## src/rtl/uart_alu_frame_iface.sv

```systemverilog
// UART <-> ALU frame interface: assembles A, B and opcode bytes, returns the result LSB byte first.
// Optional checksum byte after the result: define ALU_IFACE_CHECKSUM_EN.
module uart_alu_frame_iface #(
    parameter int NB_BYTE        = 8,
    parameter int NB_DATA        = 16,
    parameter int NB_OPERATION   = 6,
    parameter int TIMEOUT_CYCLES = 100000
) (
    input  logic                    i_clk,
    input  logic                    i_rst,
    input  logic [NB_BYTE-1:0]      i_rx_data,
    input  logic                    i_rx_done,
    input  logic                    i_tx_done,
    input  logic [NB_DATA-1:0]      i_alu_data,
    output logic [NB_DATA-1:0]      o_alu_data_a,
    output logic [NB_DATA-1:0]      o_alu_data_b,
    output logic [NB_OPERATION-1:0] o_alu_data_op,
    output logic [NB_BYTE-1:0]      o_tx_data,
    output logic                    o_tx_start,
    output logic                    o_busy,
    output logic                    o_timeout,
    output logic                    o_overrun
);
    localparam int N_BYTES = NB_DATA / NB_BYTE;
`ifdef ALU_IFACE_CHECKSUM_EN
    localparam int N_TX = N_BYTES + 1;
`else
    localparam int N_TX = N_BYTES;
`endif
    localparam int IDX_W = $clog2(N_BYTES + 2);
    localparam int CNT_W = $clog2(TIMEOUT_CYCLES);
    localparam logic [IDX_W-1:0] LAST_RX = IDX_W'(N_BYTES - 1);
    localparam logic [IDX_W-1:0] LAST_TX = IDX_W'(N_TX - 1);
    localparam logic [CNT_W-1:0] CNT_TC  = CNT_W'(TIMEOUT_CYCLES - 1);

    // state    | meaning
    // RX_A     | collecting operand A bytes
    // RX_B     | collecting operand B bytes
    // RX_OP    | waiting for the opcode byte
    // EXEC     | latch alu result
    // TX_START | pulse uart_tx start with result byte[idx]
    // TX_WAIT  | wait for uart_tx done
    typedef enum logic [2:0] {RX_A, RX_B, RX_OP, EXEC, TX_START, TX_WAIT} state_t;

    state_t             state_q, state_d;
    logic [IDX_W-1:0]   idx_q, idx_d;
    logic [CNT_W-1:0]   cnt_q, cnt_d;
    logic [NB_DATA-1:0] a_q, b_q, res_q;
    logic [NB_OPERATION-1:0] op_q;
    logic               wr_a, wr_b, wr_op, rx_state, started, tmo, ovr;
    logic [NB_BYTE-1:0] tx_byte;
`ifdef ALU_IFACE_CHECKSUM_EN
    logic [NB_BYTE-1:0] csum;
`endif

    always_comb begin
        state_d  = state_q;
        idx_d    = idx_q;
        cnt_d    = cnt_q;
        wr_a     = 1'b0;
        wr_b     = 1'b0;
        wr_op    = 1'b0;
        tmo      = 1'b0;
        ovr      = 1'b0;
        rx_state = (state_q == RX_A) || (state_q == RX_B) || (state_q == RX_OP);
        started  = !((state_q == RX_A) && (idx_q == '0));
        if (rx_state) begin
            if (i_rx_done) begin
                cnt_d = '0;
                case (state_q)
                    RX_A: begin
                        wr_a = 1'b1;
                        if (idx_q == LAST_RX) begin
                            state_d = RX_B;
                            idx_d   = '0;
                        end else begin
                            idx_d = idx_q + IDX_W'(1);
                        end
                    end
                    RX_B: begin
                        wr_b = 1'b1;
                        if (idx_q == LAST_RX) begin
                            state_d = RX_OP;
                            idx_d   = '0;
                        end else begin
                            idx_d = idx_q + IDX_W'(1);
                        end
                    end
                    default: begin
                        wr_op   = 1'b1;
                        state_d = EXEC;
                        idx_d   = '0;
                    end
                endcase
            end else if (started) begin
                // a byte arriving on the terminal count is taken above instead
                if (cnt_q == CNT_TC) begin
                    tmo     = 1'b1;
                    state_d = RX_A;
                    idx_d   = '0;
                    cnt_d   = '0;
                end else begin
                    cnt_d = cnt_q + CNT_W'(1);
                end
            end
        end else begin
            ovr = i_rx_done;
            case (state_q)
                EXEC:     state_d = TX_START;
                TX_START: state_d = TX_WAIT;
                TX_WAIT: begin
                    if (i_tx_done) begin
                        if (idx_q == LAST_TX) begin
                            state_d = RX_A;
                            idx_d   = '0;
                        end else begin
                            state_d = TX_START;
                            idx_d   = idx_q + IDX_W'(1);
                        end
                    end
                end
                default: ;
            endcase
        end
    end

    always_comb begin
        tx_byte = '0;
        for (int i = 0; i < N_BYTES; i++) begin
            if (idx_q == IDX_W'(i)) tx_byte = res_q[i*NB_BYTE +: NB_BYTE];
        end
`ifdef ALU_IFACE_CHECKSUM_EN
        csum = '0;
        for (int i = 0; i < N_BYTES; i++) csum = csum ^ res_q[i*NB_BYTE +: NB_BYTE];
        if (idx_q == IDX_W'(N_BYTES)) tx_byte = csum;
`endif
    end

    always_ff @(posedge i_clk) begin
        if (!i_rst) begin
            state_q <= RX_A;
            idx_q   <= '0;
            cnt_q   <= '0;
            a_q     <= '0;
            b_q     <= '0;
            op_q    <= '0;
            res_q   <= '0;
        end else begin
            state_q <= state_d;
            idx_q   <= idx_d;
            cnt_q   <= cnt_d;
            if (state_q == EXEC) res_q <= i_alu_data;
            for (int i = 0; i < N_BYTES; i++) begin
                if (wr_a && idx_q == IDX_W'(i)) a_q[i*NB_BYTE +: NB_BYTE] <= i_rx_data;
                if (wr_b && idx_q == IDX_W'(i)) b_q[i*NB_BYTE +: NB_BYTE] <= i_rx_data;
            end
            if (wr_op) op_q <= i_rx_data[NB_OPERATION-1:0];
        end
    end

    assign o_alu_data_a  = a_q;
    assign o_alu_data_b  = b_q;
    assign o_alu_data_op = op_q;
    assign o_tx_start    = (state_q == TX_START);
    assign o_tx_data     = o_tx_start ? tx_byte : '0;
    assign o_busy        = !rx_state;
    assign o_timeout     = tmo;
    assign o_overrun     = ovr;
endmodule

```

## config.mk

```make
export PLATFORM = sky130hd
export DESIGN_NAME = uart_alu_frame_iface
export DESIGN_NICKNAME = d
export VERILOG_FILES = /design/src/rtl/uart_alu_frame_iface.sv
export SDC_FILE = /design/constraint.sdc
export NUM_CORES = 1
export LEC_CHECK = 0
export CELL_PAD_IN_SITES_DETAIL_PLACEMENT = 0
export CELL_PAD_IN_SITES_GLOBAL_PLACEMENT = 2
export CORE_UTILIZATION = 26
export DETAILED_ROUTE_END_ITERATION = 12
export PLACE_DENSITY_LB_ADDON = 0.1
export SYNTH_ARGS = -nofsm -noshare
export SYNTH_HDL_FRONTEND = slang
export SYNTH_SLANG_ARGS = --single-unit
export TNS_END_PERCENT = 1
```

## constraint.sdc

```tcl
create_clock -name i_clk -period 2 [get_ports i_clk]
set_input_delay 0.4 -clock i_clk [delete_from_list [all_inputs] [get_ports i_clk]]
set_output_delay 0.4 -clock i_clk [all_outputs]
set_load 0.03 [all_outputs]
```

Yosys cells after proc, flatten, opt, wreduce, memory -nomap -nowiden
Cells that the tools add are included.
{"block": "classes", "addsub": 2, "eq_ne": 13, "mux": 38, "reduce_logical": 17}
{"operator": "2-to-1 mux 17 bit", "n": 3}
{"operator": "2-to-1 mux 3 bit", "n": 8}
{"operator": "2-to-1 mux 8 bit", "n": 3}
{"operator": "adder 17 x 1 -> 17 bit (second input constant)", "n": 1}
{"operator": "equality test 17 bit (second input constant)", "n": 1}
{"operator": "2-to-1 mux 2 bit", "n": 8}
{"operator": "2-to-1 mux 1 bit", "n": 14}
{"operator": "one-hot mux 3 bit (3 select lines)", "n": 1}
{"operator": "!= test 4 x 3 -> 1 bit (second input constant)", "n": 2}
{"operator": "equality test 3 x 2 -> 1 bit (second input constant)", "n": 2}
{"operator": "equality test 3 bit (second input constant)", "n": 2}
{"operator": "!= test 3 bit (second input constant)", "n": 2}
{"operator": "one-hot mux 3 bit (2 select lines)", "n": 1}
{"operator": "AND reduction 6 bit", "n": 1}
{"operator": "logical AND 1 bit", "n": 5}
{"operator": "AND reduction 4 bit", "n": 1}
{"operator": "nonzero test 2 bit", "n": 2}
{"operator": "nonzero test 4 bit", "n": 1}
{"operator": "equality test 3 x 1 -> 1 bit (second input constant)", "n": 1}
{"operator": "logical NOT 3 bit", "n": 1}
{"operator": "!= test 3 x 2 -> 1 bit (second input constant)", "n": 1}
{"operator": "adder 2 x 1 -> 2 bit (second input constant)", "n": 1}
{"operator": "equality test 2 x 1 -> 1 bit (second input constant)", "n": 1}
{"operator": "logical NOT 2 bit", "n": 1}
{"operator": "5 further kinds", "n": 6}
{"block": "totals", "register_bits": 76, "inputBits": 28, "word_cells": 79}

Longest topological paths before layout
Gate-level depths: netlist of run 1.
{"block": "depth", "ltp_word": 5, "mapped_depth": 7}

Worst setup path before layout of run 1
No wires, ideal clock.
{"block": "synth_path", "path_kind": "reg2out", "from": "reg state_q[2]", "to": "out o_tx_data[0]", "arrival_ps": 2083, "t_required_ps": 1600, "setup_slack_ps": -483, "path_stages_with_launch": 7, "n_path_buf": 2, "path_cell_list": "dfxtp_1 > clkbuf_1 > inv_1 > nor3_1 > nand2b_1 > clkbuf_1 > nor2_1"}
{"block": "synth_between", "elab_chain_len": 2}
{"item": "start, declared", "line_no": "45", "rtl": "state_t state_q, state_d;"}
{"item": "start signal, assigned", "line_no": "149", "rtl": "state_q <= state_d;"}
{"item": "equality test 3 bit", "line_no": "164", "rtl": "assign o_tx_start = (state_q == TX_START);"}
{"item": "via o_tx_start", "line_no": "19", "rtl": "output logic o_tx_start,"}
{"item": "2-to-1 mux 8 bit", "line_no": "165", "rtl": "assign o_tx_data = o_tx_start ? tx_byte : '0;"}
{"item": "end, declared", "line_no": "18", "rtl": "output logic [NB_BYTE-1:0] o_tx_data,"}
The timed path passes the listed nets, and every way through them passes these cells.

Worst setup path in the final report of run 1
{"block": "layout_path", "from": "reg cnt_q[14]", "to": "out o_timeout"}
{"block": "layout_between", "elab_chain_len": 5}
{"item": "start, declared", "line_no": "47", "rtl": "logic [CNT_W-1:0] cnt_q, cnt_d;"}
{"item": "start signal, assigned", "line_no": "151", "rtl": "cnt_q <= cnt_d;"}
{"item": "equality test 17 bit", "line_no": "97", "rtl": "if (cnt_q == CNT_TC) begin"}
{"item": "2-to-1 mux 1 bit", "line_no": "97"}
{"item": "2-to-1 mux 1 bit", "line_no": "95", "rtl": "end else if (started) begin"}
{"item": "2-to-1 mux 1 bit", "line_no": "68", "rtl": "if (i_rx_done) begin"}
{"item": "2-to-1 mux 1 bit", "line_no": "67", "rtl": "if (rx_state) begin"}
{"item": "end, declared", "line_no": "21", "rtl": "output logic o_timeout,"}
Every way passes these cells.

==> results.rst, run 1 <==
.. list-table::
   :header-rows: 1

   * - Metric
     - Value
   * - Worst min path class
     - register to register
   * - Worst Max-Slew Pin Slew
     - 0.6581 ns
   * - Hold Vio Cnt, Final
     - 0
   * - Count of mapped cells out of synthesis
     - 369
   * - Cell at the root of the clock tree
     - sky130_fd_sc_hd__clkbuf_16
   * - Post-Place Cell Area
     - between 4000 and 5000 sq um
   * - Max stage delay cell, worst path
     - sky130_fd_sc_hd__or4_4
   * - Leakage power figure
     - around 2 nW
   * - Critical path buffers and inverters
     - 1
   * - Sequential fraction of the synthesis area
     - 47.04%
   * - Routability Congestion
     - about 0.70
   * - Growth of design area from synthesis to finish
     - 51.02%
   * - Clock input transition at the sequential cells of the worst setup and hold paths
     - ~0.06 ns
   * - Routed wirelength normalized by instance count
     - roughly 13 um
   * - Power density normalized to cell area
     - approximately 750 nW/um^2
   * - Run status
     - finished, violations left
   * - Violations in the final reports
     - negative setup slack
   * - Clock tree from TritonCTS
     - done
   * - Netlist Area Pre-Place
     - approximately 3200 sq um
   * - Max Fanout on Critical Path
     - 2
   * - Minimum setup slack in the final design
     - -0.2467 ns
   * - N_diodes
     - 0
   * - Width of the die
     - roughly 110 um
   * - Number of vias per cell after detailed routing
     - 4.466
   * - RSZ-0062 raised after global routing
     - true
   * - Core Rows
     - 40
   * - Slew Viols, Final
     - 0
   * - Netlist cell types
     - 46
   * - Number of clock sinks seen by CTS
     - 76
   * - Avg Inst Size Synth
     - 8.765 sq um
   * - Worst-case hold slack
     - between 0.4 and 0.5 ns
   * - Area of the core region
     - approximately 12000 sq um
   * - Kind of cell with the highest combined delay on the critical path
     - simple AND/OR/NAND/NOR gates
   * - Achievable clock frequency
     - 445.1 MHz
   * - Synthesis warning total
     - 0
   * - Iteration count of the initial detailed-routing pass
     - 4
   * - Highest-count cells in the layout ignoring fill and taps
     - sky130_fd_sc_hd__dfxtp_1, sky130_fd_sc_hd__clkdlybuf4s50_1, sky130_fd_sc_hd__nand2_1
   * - Syn Nets
     - about 400
   * - Vias in the first global route
     - 2875
   * - Final count of negative-setup-slack endpoints
     - 3
   * - Aggregate global routing overflow
     - 0
   * - Number of nets still failing antenna checks after routing
     - 0
   * - Initial antenna violation count
     - 0
   * - Final period util
     - 112.3%
   * - Proportion of layout cells with a drive suffix above 1
     - between 10% and 20%
   * - Final min period
     - 2.247 ns
   * - Startpoint class of the critical path
     - register
   * - Worst path max stage delay
     - about 0.54 ns
   * - Boundary Pins
     - 78
   * - Maximum number of pins on one net before global-route repair
     - 25
   * - Cells along the critical path
     - or4_4 -> nor4_4 -> nor2b_4 -> buf_6
   * - Initial Util
     - a little over a quarter
   * - DRC violation count after routing
     - 0
   * - Most common cell after layout, fill and taps aside
     - sky130_fd_sc_hd__dfxtp_1
   * - Total die area
     - roughly 13000 sq um
   * - Filler instances
     - 1236
   * - Maximum number of buffers from clock root to sink
     - 2
   * - Worst supply voltage drop on vdd
     - between 0.4 and 0.5 mV
   * - Clock tree skew after final layout
     - approximately 0.006 ns
   * - Port Buf Inserts
     - 77
   * - CP Data Arrival Time
     - around 1.9 ns
   * - Setup crit end kind
     - primary output
   * - Total half-perimeter wirelength after legalization and detailed placement
     - between 6000 and 7000 um
   * - Final #Nets
     - 511
   * - Critical Setup Path Class
     - register to primary output
   * - Total of hold buffers inserted after clock tree synthesis
     - 0
   * - Total via count after detailed routing
     - 2925
   * - 1st-iter DRT viols
     - between 80 and 90
   * - Worst-Skew Late Latency
     - 0.33 ns
   * - Post-detailed-routing wire length
     - roughly 8800 um
   * - Total CTS buffers
     - 9
   * - DP Worst Slack
     - -0.3539 ns
   * - Die height
     - 113.5 um
   * - Number of max-capacitance violations reported
     - 0
   * - First-pass GRT wire length
     - approximately 14000 um
   * - CTS H-tree depth
     - 3
   * - Summed area of non-filler cells in the final layout
     - roughly 5000 sq um
   * - End-of-flow core utilization
     - about two fifths
   * - Worst rel slew slack
     - between 50% and 60%
   * - Total global-route track usage
     - around 15%
   * - Endpoint required time on the critical path
     - between 1.5 and 2 ns
   * - Synthesis-stage register bit count
     - 76
state kept, by name, indices dropped and copies added (netlist names):
name,cells
state_q,3
cnt_q,17
o_alu_data_a,16
idx_q,2
o_alu_data_op,6
res_q,16
o_alu_data_b,16
Yosys cell counts (all sizes together):
| cell | instances | area [sq um] |
|---|---|---|
| a41oi | 2 | 17.52 |
| inv | 5 | 18.76 |
| nand2 | 55 | 206.5 |
| buf | 6 | 26.27 |
| nor3b | 1 | 7.510 |
| a21o | 6 | 45.04 |
| o21ai | 5 | 25.02 |
| o311ai | 1 | 8.760 |
| o22ai | 1 | 12.51 |
| dfxtp | 76 | 1521 |
| and2 | 1 | 6.260 |
| or4b | 1 | 13.76 |
| a22oi | 1 | 7.510 |
| a31oi | 7 | 43.79 |
| o211a | 1 | 10.01 |
| a211oi | 1 | 7.510 |
| o21ba | 1 | 10.01 |
| nor2b | 4 | 25.02 |
| nor3 | 7 | 40.04 |
| a22o | 1 | 8.760 |
| xor2 | 2 | 17.52 |
| o31ai | 1 | 7.510 |
| ha | 1 | 12.51 |
| o21bai | 1 | 7.510 |
| nand2b | 3 | 18.77 |
| o21a | 1 | 7.510 |
| clkbuf | 12 | 45.04 |
| a221o | 2 | 20.02 |
| o211ai | 1 | 7.510 |
| mux2i | 47 | 470.5 |
| nor2 | 58 | 217.7 |
| a21oi | 27 | 138.9 |
| and4 | 2 | 17.52 |
| a211o | 1 | 8.760 |
| or4 | 2 | 15.01 |
| nand4 | 5 | 31.28 |
| or3 | 2 | 12.51 |
| and3 | 4 | 25.02 |
| nor4 | 1 | 21.27 |
| o311a | 1 | 10.01 |
| nand3 | 12 | 60.06 |
routing by layer:
metal,wire [um],GRT usage [%]
met5,0,0
met4,159,6.842
met3,596,5.260
met2,3875,22.28
met1,4176,18.44
final timing paths:
path,startpoint,endpoint,slack [ns],depth (start not counted)
max,cnt_q[14],o_timeout,-0.25,4
min,res_q[11],res_q[11],0.45,2
max reg2reg,cnt_q[14],state_q[0],-0.10,7
min reg2reg,res_q[11],res_q[11],0.45,2
where the power goes:
group | internal, W | switching, W
registers | 0.00154 | 0.0000153
clock network | 0.00113 | 0.000633
logic | 0.000167 | 0.000165
total | 0.00283 | 0.000813
metrics by stage:
stage | power [W] | TNS [ns] | std cells
after floorplan | 0.001742 | -0.2695 | 369
after global placement | 0.001917 | -5.599 | 638
after detailed placement | 0.001917 | -5.340 | 638
after CTS | 0.003706 | -0.4520 | 655
after global routing | 0.003802 | -0.7151 | 655
final | 0.003641 | -0.4350 | 655
repair_timing:
item | in CTS | in global routing
gates resized for setup | 5 | 9
buffers inserted | 1 | 0
cloned | 0 | 0
pin swaps | 2 | 2
setup endpoints to repair | 13 | 26
area by class of cell:
class                      count  area, sq um  share of cell area [%]
clock buffer                  12        246.5                   5.046
clock inverter                 4        72.57                   1.486
inverter                       5        18.77                  0.3842
multi-input combinational    270         1683                   34.45
sequential                    76         1529                   31.30
tap                          168        210.2                   4.303
timing repair buffer         120         1125                   23.03
tightest hold or removal path: cells and delay by family (launching register included):
family          cells  cell delay, ns
compound gates      1            0.05
flops               1            0.31
simple gates        1            0.05
logic make-up after synthesis:
family / synth area share, %
xor+xnor: 0.5417
buf+inv: 2.785
simple gates: 22.21
flops: 47.04
fa+ha+maj: 0.3868
mux: 14.55
compound gates: 12.50
Power figures use the tool's default switching activity.
==> run 2, diff against run 1 <==
--- a/config.mk
+++ b/config.mk
@@ -9,6 +9,7 @@
 export CELL_PAD_IN_SITES_GLOBAL_PLACEMENT = 2
 export CORE_UTILIZATION = 26
 export DETAILED_ROUTE_END_ITERATION = 12
+export MAX_ROUTING_LAYER = met4
 export PLACE_DENSITY_LB_ADDON = 0.1
 export SYNTH_ARGS = -nofsm -noshare
 export SYNTH_HDL_FRONTEND = slang
==> results.rst, run 2 (same netlist as run 1, synthesis figures left out) <==
.. list-table::
   :header-rows: 1

   * - Metric
     - Value
   * - Aggregate global routing overflow
     - 0
   * - Total global-route track usage
     - between 15 and 20%
   * - Final total negative setup slack
     - -0.4341 ns
   * - Max Fanout on Critical Path
     - 2
   * - Post-route total power
     - 0.003644 W
   * - Clock tree skew after final layout
     - 0.005833 ns
   * - Die height
     - 113.5 um
   * - Worst-case hold slack
     - 0.4543 ns
   * - Initial Util
     - 26.82%
   * - Final #Nets
     - 511
   * - Maximum number of pins on one net before global-route repair
     - 25
   * - Setup crit end kind
     - primary output
   * - N_diodes
     - 0
   * - Worst reg2reg setup slack
     - -0.10 ns
   * - DRC violation count after routing
     - 0
   * - Width of the die
     - 113.5 um
   * - Proportion of layout cells with a drive suffix above 1
     - about 19%
   * - Number of flip-flops in the largest register
     - 17
   * - Slew Viols, Final
     - 0
   * - Growth of design area from synthesis to finish
     - 51.02%
   * - Number of vias per cell after detailed routing
     - roughly 4.5
   * - Post-detailed-routing wire length
     - between 8000 and 9000 um
   * - Maximum number of buffers from clock root to sink
     - 2
   * - Final count of negative-setup-slack endpoints
     - 3
   * - Minimum setup slack in the final design
     - -0.2449 ns
   * - Violations in the final reports
     - negative setup slack
   * - Core Rows
     - 40
   * - Total of hold buffers inserted after clock tree synthesis
     - 0
   * - Final period util
     - 112.2%
   * - Vias in the first global route
     - about 2900
   * - Number of clock sinks seen by CTS
     - 76
   * - Run status
     - finished, violations left
   * - First-pass GRT wire length
     - ~14000 um
   * - Endpoint of the worst register-to-register path
     - state_q[0]
   * - Clock tree from TritonCTS
     - done
   * - Routability Congestion
     - just over 0.7
   * - Startpoint of the worst-slack reg-to-reg timing path
     - cnt_q[14]
   * - Boundary Pins
     - between 70 and 80
   * - Iteration count of the initial detailed-routing pass
     - 4
   * - Total die area
     - 12890 sq um
   * - CP Data Arrival Time
     - approximately 1.8 ns
   * - Worst min path class
     - register to register
   * - Worst Max-Slew Pin Slew
     - around 0.66 ns
   * - Critical hold path startpoint
     - res_q[11]
   * - Leakage power figure
     - 2.027 nW
   * - Endpoint required time on the critical path
     - 1.60 ns
   * - Worst supply voltage drop on vdd
     - 0.4502 mV
   * - Highest-count cells in the layout ignoring fill and taps
     - sky130_fd_sc_hd__dfxtp_1, sky130_fd_sc_hd__clkdlybuf4s50_1, sky130_fd_sc_hd__nand2_1
   * - Port Buf Inserts
     - 77
   * - Dpl cells
     - approximately 640
   * - Most common cell after layout, fill and taps aside
     - sky130_fd_sc_hd__dfxtp_1
   * - Cell at the root of the clock tree
     - sky130_fd_sc_hd__clkbuf_16
   * - Worst rel slew slack
     - a little under three fifths
   * - Most flops, register
     - cnt_q
   * - 1st-iter DRT viols
     - between 80 and 90
   * - Startpoint class of the critical path
     - register
   * - Final std cells w/o fill
     - 655
   * - Power density normalized to cell area
     - approximately 750 nW/um^2
   * - Routed wirelength normalized by instance count
     - 13.48 um
   * - CTS H-tree depth
     - 3
   * - Worst-Skew Late Latency
     - around 0.34 ns
   * - Clock input transition at the sequential cells of the worst setup and hold paths
     - about 0.06 ns
   * - Total half-perimeter wirelength after legalization and detailed placement
     - roughly 6100 um
   * - Achievable clock frequency
     - around 450 MHz
   * - Number of stages on the worst hold path
     - 2
   * - End point of the worst hold path
     - res_q[11]
   * - Number of max-capacitance violations reported
     - 0
   * - Area of the core region
     - roughly 12000 sq um
   * - Total via count after detailed routing
     - around 2900
   * - Initial antenna violation count
     - 0
   * - Critical Setup Path Class
     - register to primary output
   * - End-of-flow core utilization
     - 40.50%
   * - Total CTS buffers
     - 9
   * - Hold Vio Cnt, Final
     - 0
   * - RSZ-0062 raised after global routing
     - true
   * - Final min period
     - 2.245 ns
   * - Cells on worst reg2reg path
     - 7
   * - Number of nets still failing antenna checks after routing
     - 0
[run 2: area by class of cell]
cell class                 count  area, sq um
fill                        1236         7177
clock buffer                  12        246.5
inverter                       5        18.77
tap                          168        210.2
multi-input combinational    270         1683
timing repair buffer         120         1125
sequential                    76         1529
clock inverter                 4        72.57
[run 2: where the power goes]
group / internal (W) / leakage (nW) / total, W / switching (W)
Sequential: 0.00154 / 0.616 / 0.00155 / 0.0000154
Clock: 0.00113 / 0.153 / 0.00176 / 0.000635
Combinational: 0.000167 / 1.26 / 0.000332 / 0.000165
Total: 0.00283 / 2.03 / 0.00364 / 0.000815
[run 2: worst max path at each step]
| stage | startpoint | end | slack (ns) | depth (start not counted) |
|---|---|---|---|---|
| 2_1_floorplan | state_q[2] | o_tx_data[0] | -0.03 | 6 |
| 3_3_place_gp | i_rx_done | cnt_q[12] | -0.31 | 6 |
| 3_5_place_dp | i_rx_done | cnt_q[12] | -0.35 | 6 |
| 4_1_cts | cnt_q[14] | o_timeout | -0.26 | 4 |
| 5_1_grt | cnt_q[14] | o_timeout | -0.31 | 4 |
| 6_report | cnt_q[14] | o_timeout | -0.24 | 4 |
[run 2: worst max-delay path, cell delays in order (launching register included)]
cell	delay, ns
sky130_fd_sc_hd__dfxtp_2	0.32
sky130_fd_sc_hd__or4_4	0.54
sky130_fd_sc_hd__nor4_4	0.31
sky130_fd_sc_hd__nor2b_4	0.21
sky130_fd_sc_hd__buf_6	0.14
[run 2: what timing repair did]
action,4_1_cts,5_1_grt
endpoints found under the setup margin,13,26
pin swaps,2,2
resized for setup,5,9
setup buffers,1,0
[run 2: metrics by stage]
step                cell area [sq um]  setup slack, ns
floorplan                        3273         -0.03111
global placement                 4521          -0.3095
detailed placement               4521          -0.3539
CTS                              4860          -0.2643
global route                     4885          -0.3095
finish                           4885          -0.2449
[run 2: layer usage]
metal  global-route usage (%)  up-vias  part of all wire (%)  wire length, um
met5                        -        -                     0                0
met4                    5.526        0                   1.4              121
met3                    4.942       10                   5.5              487
met2                    22.28       63                    44             3893
met1                    19.14     1337                    49             4328
li1                         -     1515                     -                -
==> run 3, diff against run 2 <==
--- a/config.mk
+++ b/config.mk
@@ -5,6 +5,7 @@
 export SDC_FILE = /design/constraint.sdc
 export NUM_CORES = 1
 export LEC_CHECK = 0
+export CAP_MARGIN = 0
 export CELL_PAD_IN_SITES_DETAIL_PLACEMENT = 0
 export CELL_PAD_IN_SITES_GLOBAL_PLACEMENT = 2
 export CORE_UTILIZATION = 26
==> results of run 3 <==
The final DEF is identical to that of run 2; final timing and power are the same.
